**src/rtl/pixel_plot_queue.sv**
```systemverilog
// Buffers drawer pixels in a small FIFO, clips off-screen coordinates and drains
// one pixel per cycle into the VGA plot port while tracking glyph/frame boundaries.
module pixel_plot_queue #(
    parameter int DEPTH    = 8,
    parameter int X_MAX    = 160,
    parameter int Y_MAX    = 120,
    parameter int COLOUR_W = 3
) (
    input  logic                clk,
    input  logic                resetn,
    input  logic                in_valid,
    output logic                in_ready,
    input  logic [7:0]          in_x,
    input  logic [6:0]          in_y,
    input  logic [COLOUR_W-1:0] in_colour,
    input  logic                in_last,
    input  logic                stall,
    output logic [7:0]          vga_x,
    output logic [6:0]          vga_y,
    output logic [COLOUR_W-1:0] vga_colour,
    output logic                vga_plot,
    output logic                done,
    output logic                busy,
    output logic [7:0]          clip_count
);

    localparam int AW = $clog2(DEPTH);
    localparam logic [AW:0] FULL_COUNT = DEPTH[AW:0];

    typedef struct packed {
        logic [7:0]          x;
        logic [6:0]          y;
        logic [COLOUR_W-1:0] colour;
        logic                last;
        logic                drop;
    } PixelEntry;

    typedef enum logic {IDLE, RUN} FrameState;

    PixelEntry     mem [DEPTH];
    logic [AW-1:0] wrPtr;
    logic [AW-1:0] rdPtr;
    logic [AW:0]   count;
    logic          full;
    logic          empty;
    logic          push;
    logic          pop;
    logic          inDrop;
    PixelEntry     inEntry;
    PixelEntry     headEntry;
    FrameState     state;
    FrameState     stateNext;
    logic [7:0]    clipNext;

    assign full      = (count == FULL_COUNT);
    assign empty     = (count == '0);
    assign in_ready  = !full;
    assign push      = in_valid && !full;
    assign pop       = !empty && !stall;
    assign inDrop    = (int'(in_x) >= X_MAX) || (int'(in_y) >= Y_MAX);
    assign inEntry   = '{x: in_x, y: in_y, colour: in_colour, last: in_last, drop: inDrop};
    assign headEntry = mem[rdPtr];
    assign busy      = (state == RUN) || !empty;

    // Clipped pixels are stored too so that a clipped last pixel still ends the frame.
    always_ff @(posedge clk) begin
        if (push) begin
            mem[wrPtr] <= inEntry;
        end
    end

    always_ff @(posedge clk) begin
        if (!resetn) begin
            wrPtr <= '0;
            rdPtr <= '0;
            count <= '0;
        end else begin
            if (push) begin
                wrPtr <= wrPtr + 1'b1;
            end
            if (pop) begin
                rdPtr <= rdPtr + 1'b1;
            end
            case ({push, pop})
                2'b10:   count <= count + 1'b1;
                2'b01:   count <= count - 1'b1;
                default: count <= count;
            endcase
        end
    end

    always_ff @(posedge clk) begin
        if (!resetn) begin
            vga_x      <= '0;
            vga_y      <= '0;
            vga_colour <= '0;
            vga_plot   <= 1'b0;
            done       <= 1'b0;
        end else if (pop) begin
            vga_x      <= headEntry.x;
            vga_y      <= headEntry.y;
            vga_colour <= headEntry.colour;
            vga_plot   <= !headEntry.drop;
            done       <= headEntry.last;
        end else begin
            vga_plot   <= 1'b0;
            done       <= 1'b0;
        end
    end

    always_ff @(posedge clk) begin
        if (!resetn) begin
            state      <= IDLE;
            clip_count <= '0;
        end else begin
            state      <= stateNext;
            clip_count <= clipNext;
        end
    end

    // A push coinciding with the last-pop begins the next frame, so the count restarts.
    always_comb begin
        stateNext = state;
        clipNext  = clip_count;
        case (state)
            IDLE: begin
                if (push) begin
                    stateNext = RUN;
                    clipNext  = {7'd0, inDrop};
                end
            end
            RUN: begin
                if (pop && headEntry.last) begin
                    if (push) begin
                        stateNext = RUN;
                        clipNext  = {7'd0, inDrop};
                    end else begin
                        stateNext = IDLE;
                    end
                end else if (push && inDrop && (clip_count != 8'hFF)) begin
                    clipNext = clip_count + 8'd1;
                end
            end
            default: stateNext = IDLE;
        endcase
    end

endmodule

```
**config.mk**
```make
export PLATFORM = sky130hd
export DESIGN_NAME = pixel_plot_queue
export DESIGN_NICKNAME = d
export VERILOG_FILES = /design/src/rtl/pixel_plot_queue.sv
export SDC_FILE = /design/constraint.sdc
export NUM_CORES = 1
export LEC_CHECK = 0
export ABC_AREA = 1
export CAP_MARGIN = 10
export CELL_PAD_IN_SITES_DETAIL_PLACEMENT = 1
export CELL_PAD_IN_SITES_GLOBAL_PLACEMENT = 2
export CORE_MARGIN = 5
export CORE_UTILIZATION = 40
export DETAILED_ROUTE_END_ITERATION = 10
export HOLD_SLACK_MARGIN = 0.03
export PLACE_DENSITY_LB_ADDON = 0.1
export SLEW_MARGIN = 20
export SYNTH_ARGS = -nofsm -noshare
export SYNTH_HDL_FRONTEND = slang
export SYNTH_SLANG_ARGS = --single-unit
export TNS_END_PERCENT = 100
```
**constraint.sdc**
```tcl
create_clock -name clk -period 2.4 [get_ports clk]
set_input_delay 0.36 -clock clk [delete_from_list [all_inputs] [get_ports clk]]
set_output_delay 0.36 -clock clk [all_outputs]
set_load 0.005 [all_outputs]
```
==> impl_metrics.ini <==
[setup_path]
start_kind = register
crit_arrival_ns = 1.74
reg2reg_slack_ns = 0.47
worstPathRequired_ns = 2.04
source_of_the_worst_register_to_register_timing_path = count[0]
rr_worst_depth = 11
crit_end = busy
start_point_of_the_critical_path = state
regToRegEndpoint = count[3]
worst_setup_path_end_kind = output pin
path_max_fanout = 6
timing_worst_setup_path_type = reg -> out

[sta]
setup_tns_ns = 0
final_min_period_over_clock_period_pct = 87.70
finClkSkew_ns = 0.01771
setup_repair_after_global_routing_missed_its_margin = no
final.setup.worst_slack_ns = 0.2952
report.final.setup_viol = 0
finalCriticalPeriod_ns = 2.105
hold_viol = 0
final_max_slew_viol_count = 0
worst-slew-pin-transition_ns = 0.7439
timing.slew.headroom_pct = 50.34
timing.fmax_mhz = 475.1

[routing]
drtIter0Drc = 317
dr_total_vias = 5381
detailed_routing_iterations_pass_1 = 4
route.final.wire_length_mm = 20.71
drc_errors = 0
viasPerCell = 5.286
antenna_left = 0
wire_per_inst_um = 20.34

[cts]
buffers_from_clock_root_to_sink_at_most = 3
cts_buffers = 23
cts_hold_buf = 0
post_cts.repair.setup_buffers = 0
deepest_level_of_the_cts_h_tree = 1
worst_skew_pair_later_pin_latency_ns = 0.51
cts_resized = 0
tritoncts = done
cts.root.buffer_cell = sky130_fd_sc_hd__clkbuf_16
cts.reportedPaths.clkPinSlew_ns = 0.06
clock_sinks = 202

[place]
port_buffers = 52
place_ws_ns = 0.1094
dpl_cell_area_um2 = 9027
detailed_place_hpwl_mm = 12.20
globalplace.congestion = 0.7645

[floorplanning]
start_util_pct = 40.27
die-area_um2 = 23110
die_y_um = 152.0
rows = 52
ios = 53
die-width_um = 152.0
fp.coreArea_um2 = 20040

[grt]
initial_antenna_violation_count = 1
grt_first_pass_wirelength_mm = 32.92
vias_in_the_first_global_route = 5849
grt_remaining_overflow = 0
grt_max_degree = 51
gr-usage-all-layers_pct = 17.87

[synthesis]
synthCells = 668
synth.cell_area_um2 = 8069
yosysWarnings = 0
synth_fp_nets = 696
syn_area_per_cell_um2 = 12.08
ys_ff_latch = 202
synth_cell_type_count = 38
synth_seq_area_share_pct = 69.96

[finish]
nets = 758
fin_area_um2 = 9773
areaGrowthSynthToFinish_pct = 21.12
fraction_of_layout_cells_with_a_size_suffix_above_1_pct = 11.91
fillers = 2136

[power]
power.leakage_nw = 3.322
max-vdd-ir-drop_v = 0.0004808
power.density_nw_per_um2 = 1043

[min_path]
hold_path.class = reg -> reg
timing.hold.worst.start = vga_colour[0]

[run_status]
run_status = finished, final reports clean

[run]
cap_viol_max_count = 0
[area by class of cell]
type / count / area (um2) / area share [%]
clock buffer: 32 / 639.4 / 6.542
multi-input combinational: 398 / 2107 / 21.56
inverter: 30 / 117.6 / 1.203
sequential: 202 / 5647 / 57.78
tap: 270 / 337.8 / 3.457
clock inverter: 10 / 103.9 / 1.063
antenna: 1 / 2.502 / 0.02560
timing repair buffer: 75 / 818.3 / 8.373
[cell usage in the layout (no fill, tap or decap), types with 11 or more instances in the layout]
master                            Yosys  routed
sky130_fd_sc_hd__edfxtp_1           160     160
sky130_fd_sc_hd__nor2_1              95      87
sky130_fd_sc_hd__nand2_1             79      79
sky130_fd_sc_hd__o21ai_0             73      73
sky130_fd_sc_hd__clkdlybuf4s50_1      0      52
sky130_fd_sc_hd__dfxtp_1             42      41
sky130_fd_sc_hd__a21oi_1             38      38
sky130_fd_sc_hd__inv_1               24      24
sky130_fd_sc_hd__clkbuf_16            0      23
sky130_fd_sc_hd__o211ai_1            19      19
sky130_fd_sc_hd__o22ai_1             18      18
sky130_fd_sc_hd__o221ai_1            18      18
sky130_fd_sc_hd__buf_4                9      13
sky130_fd_sc_hd__nand3_1             11      11
sky130_fd_sc_hd__o21ai_1             11      11
[state kept, by name (all words and copies together), names as in the netlist, named ones only]
| register | flops |
|---|---|
| state | 1 |
| mem | 160 |
| vga_plot | 1 |
| wrPtr | 3 |
| vga_y | 7 |
| clip_count | 8 |
| done | 1 |
| rdPtr | 3 |
| vga_colour | 3 |
| vga_x | 8 |
| count | 4 |
[cells in the mapped netlist (all sizes together)]
| cell | n | share of area (%) |
|---|---|---|
| o221ai | 18 | 2.0 |
| xor2 | 4 | 0.43 |
| nor3 | 3 | 0.19 |
| ha | 5 | 0.78 |
| o21bai | 1 | 0.14 |
| clkbuf | 12 | 0.56 |
| a221oi | 1 | 0.11 |
| nor2 | 96 | 4.6 |
| buf | 26 | 2.2 |
| and2 | 1 | 0.078 |
| dfxtp | 42 | 10 |
| nand4 | 2 | 0.16 |
| o22ai | 18 | 1.4 |
| o21ai | 84 | 5.2 |
| nand3b | 2 | 0.34 |
| nand2 | 85 | 4.3 |
| o211ai | 19 | 1.8 |
| a21oi | 39 | 2.6 |
| edfxtp | 160 | 60 |
| nor4 | 1 | 0.16 |
| or2 | 2 | 0.16 |
| nand3 | 16 | 1.5 |
| a31oi | 1 | 0.078 |
| inv | 30 | 1.5 |
[per-layer routing]
metal / vias to the layer above / wire (um) / track usage [%]
met4: 0 / 395 / 4.709
met5: - / 0 / 0
li1: 2544 / - / -
met3: 28 / 786 / 3.015
met2: 92 / 10390 / 31.39
met1: 2717 / 9139 / 23.01
[worst max-delay path: stages, from the launching register on]
cell                              delay [ns]
sky130_fd_sc_hd__dfxtp_1                0.57
sky130_fd_sc_hd__nand3b_1               0.17
sky130_fd_sc_hd__clkdlybuf4s50_1        0.50
[power by group]
part	total (W)	internal [W]	switching (W)
clock network	0.00341	0.00207	0.00134
logic	0.00254	0.000957	0.00158
registers	0.00425	0.00408	0.000174
[through the flow]
stage / cells / util, % / hold WS (ns) / total power [W]
detailed placement: 975 / 45.05 / 0.4555 / 0.006901
global placement: 975 / 45.05 / 0.4535 / 0.006806
finish: 1018 / 48.77 / 0.4616 / 0.01020
global route: 1018 / 48.77 / 0.4842 / 0.01075
CTS: 1017 / 48.76 / 0.4644 / 0.01033
floorplan: 668 / - / 0.4435 / 0.005940
[logic make-up after synthesis]
logic type      after synthesis  share of synthesized area, %
compound gates              181                         13.21
xor+xnor                      4                        0.4341
fa+ha+maj                     5                        0.7753
buf+inv                      68                         4.171
flops                       202                         69.96
simple gates                208                         11.44
[worst min-delay path by stage]
stage | cells past startpoint | end | slack, ns
floorplan | 2 | register | 0.44
global placement | 2 | vga_colour[0] | 0.45
detailed placement | 2 | vga_colour[0] | 0.46
CTS | 2 | vga_colour[0] | 0.46
global route | 2 | vga_y[2] | 0.48
finish | 2 | vga_colour[0] | 0.46
Note: power is estimated with default switching activity, not from simulation.
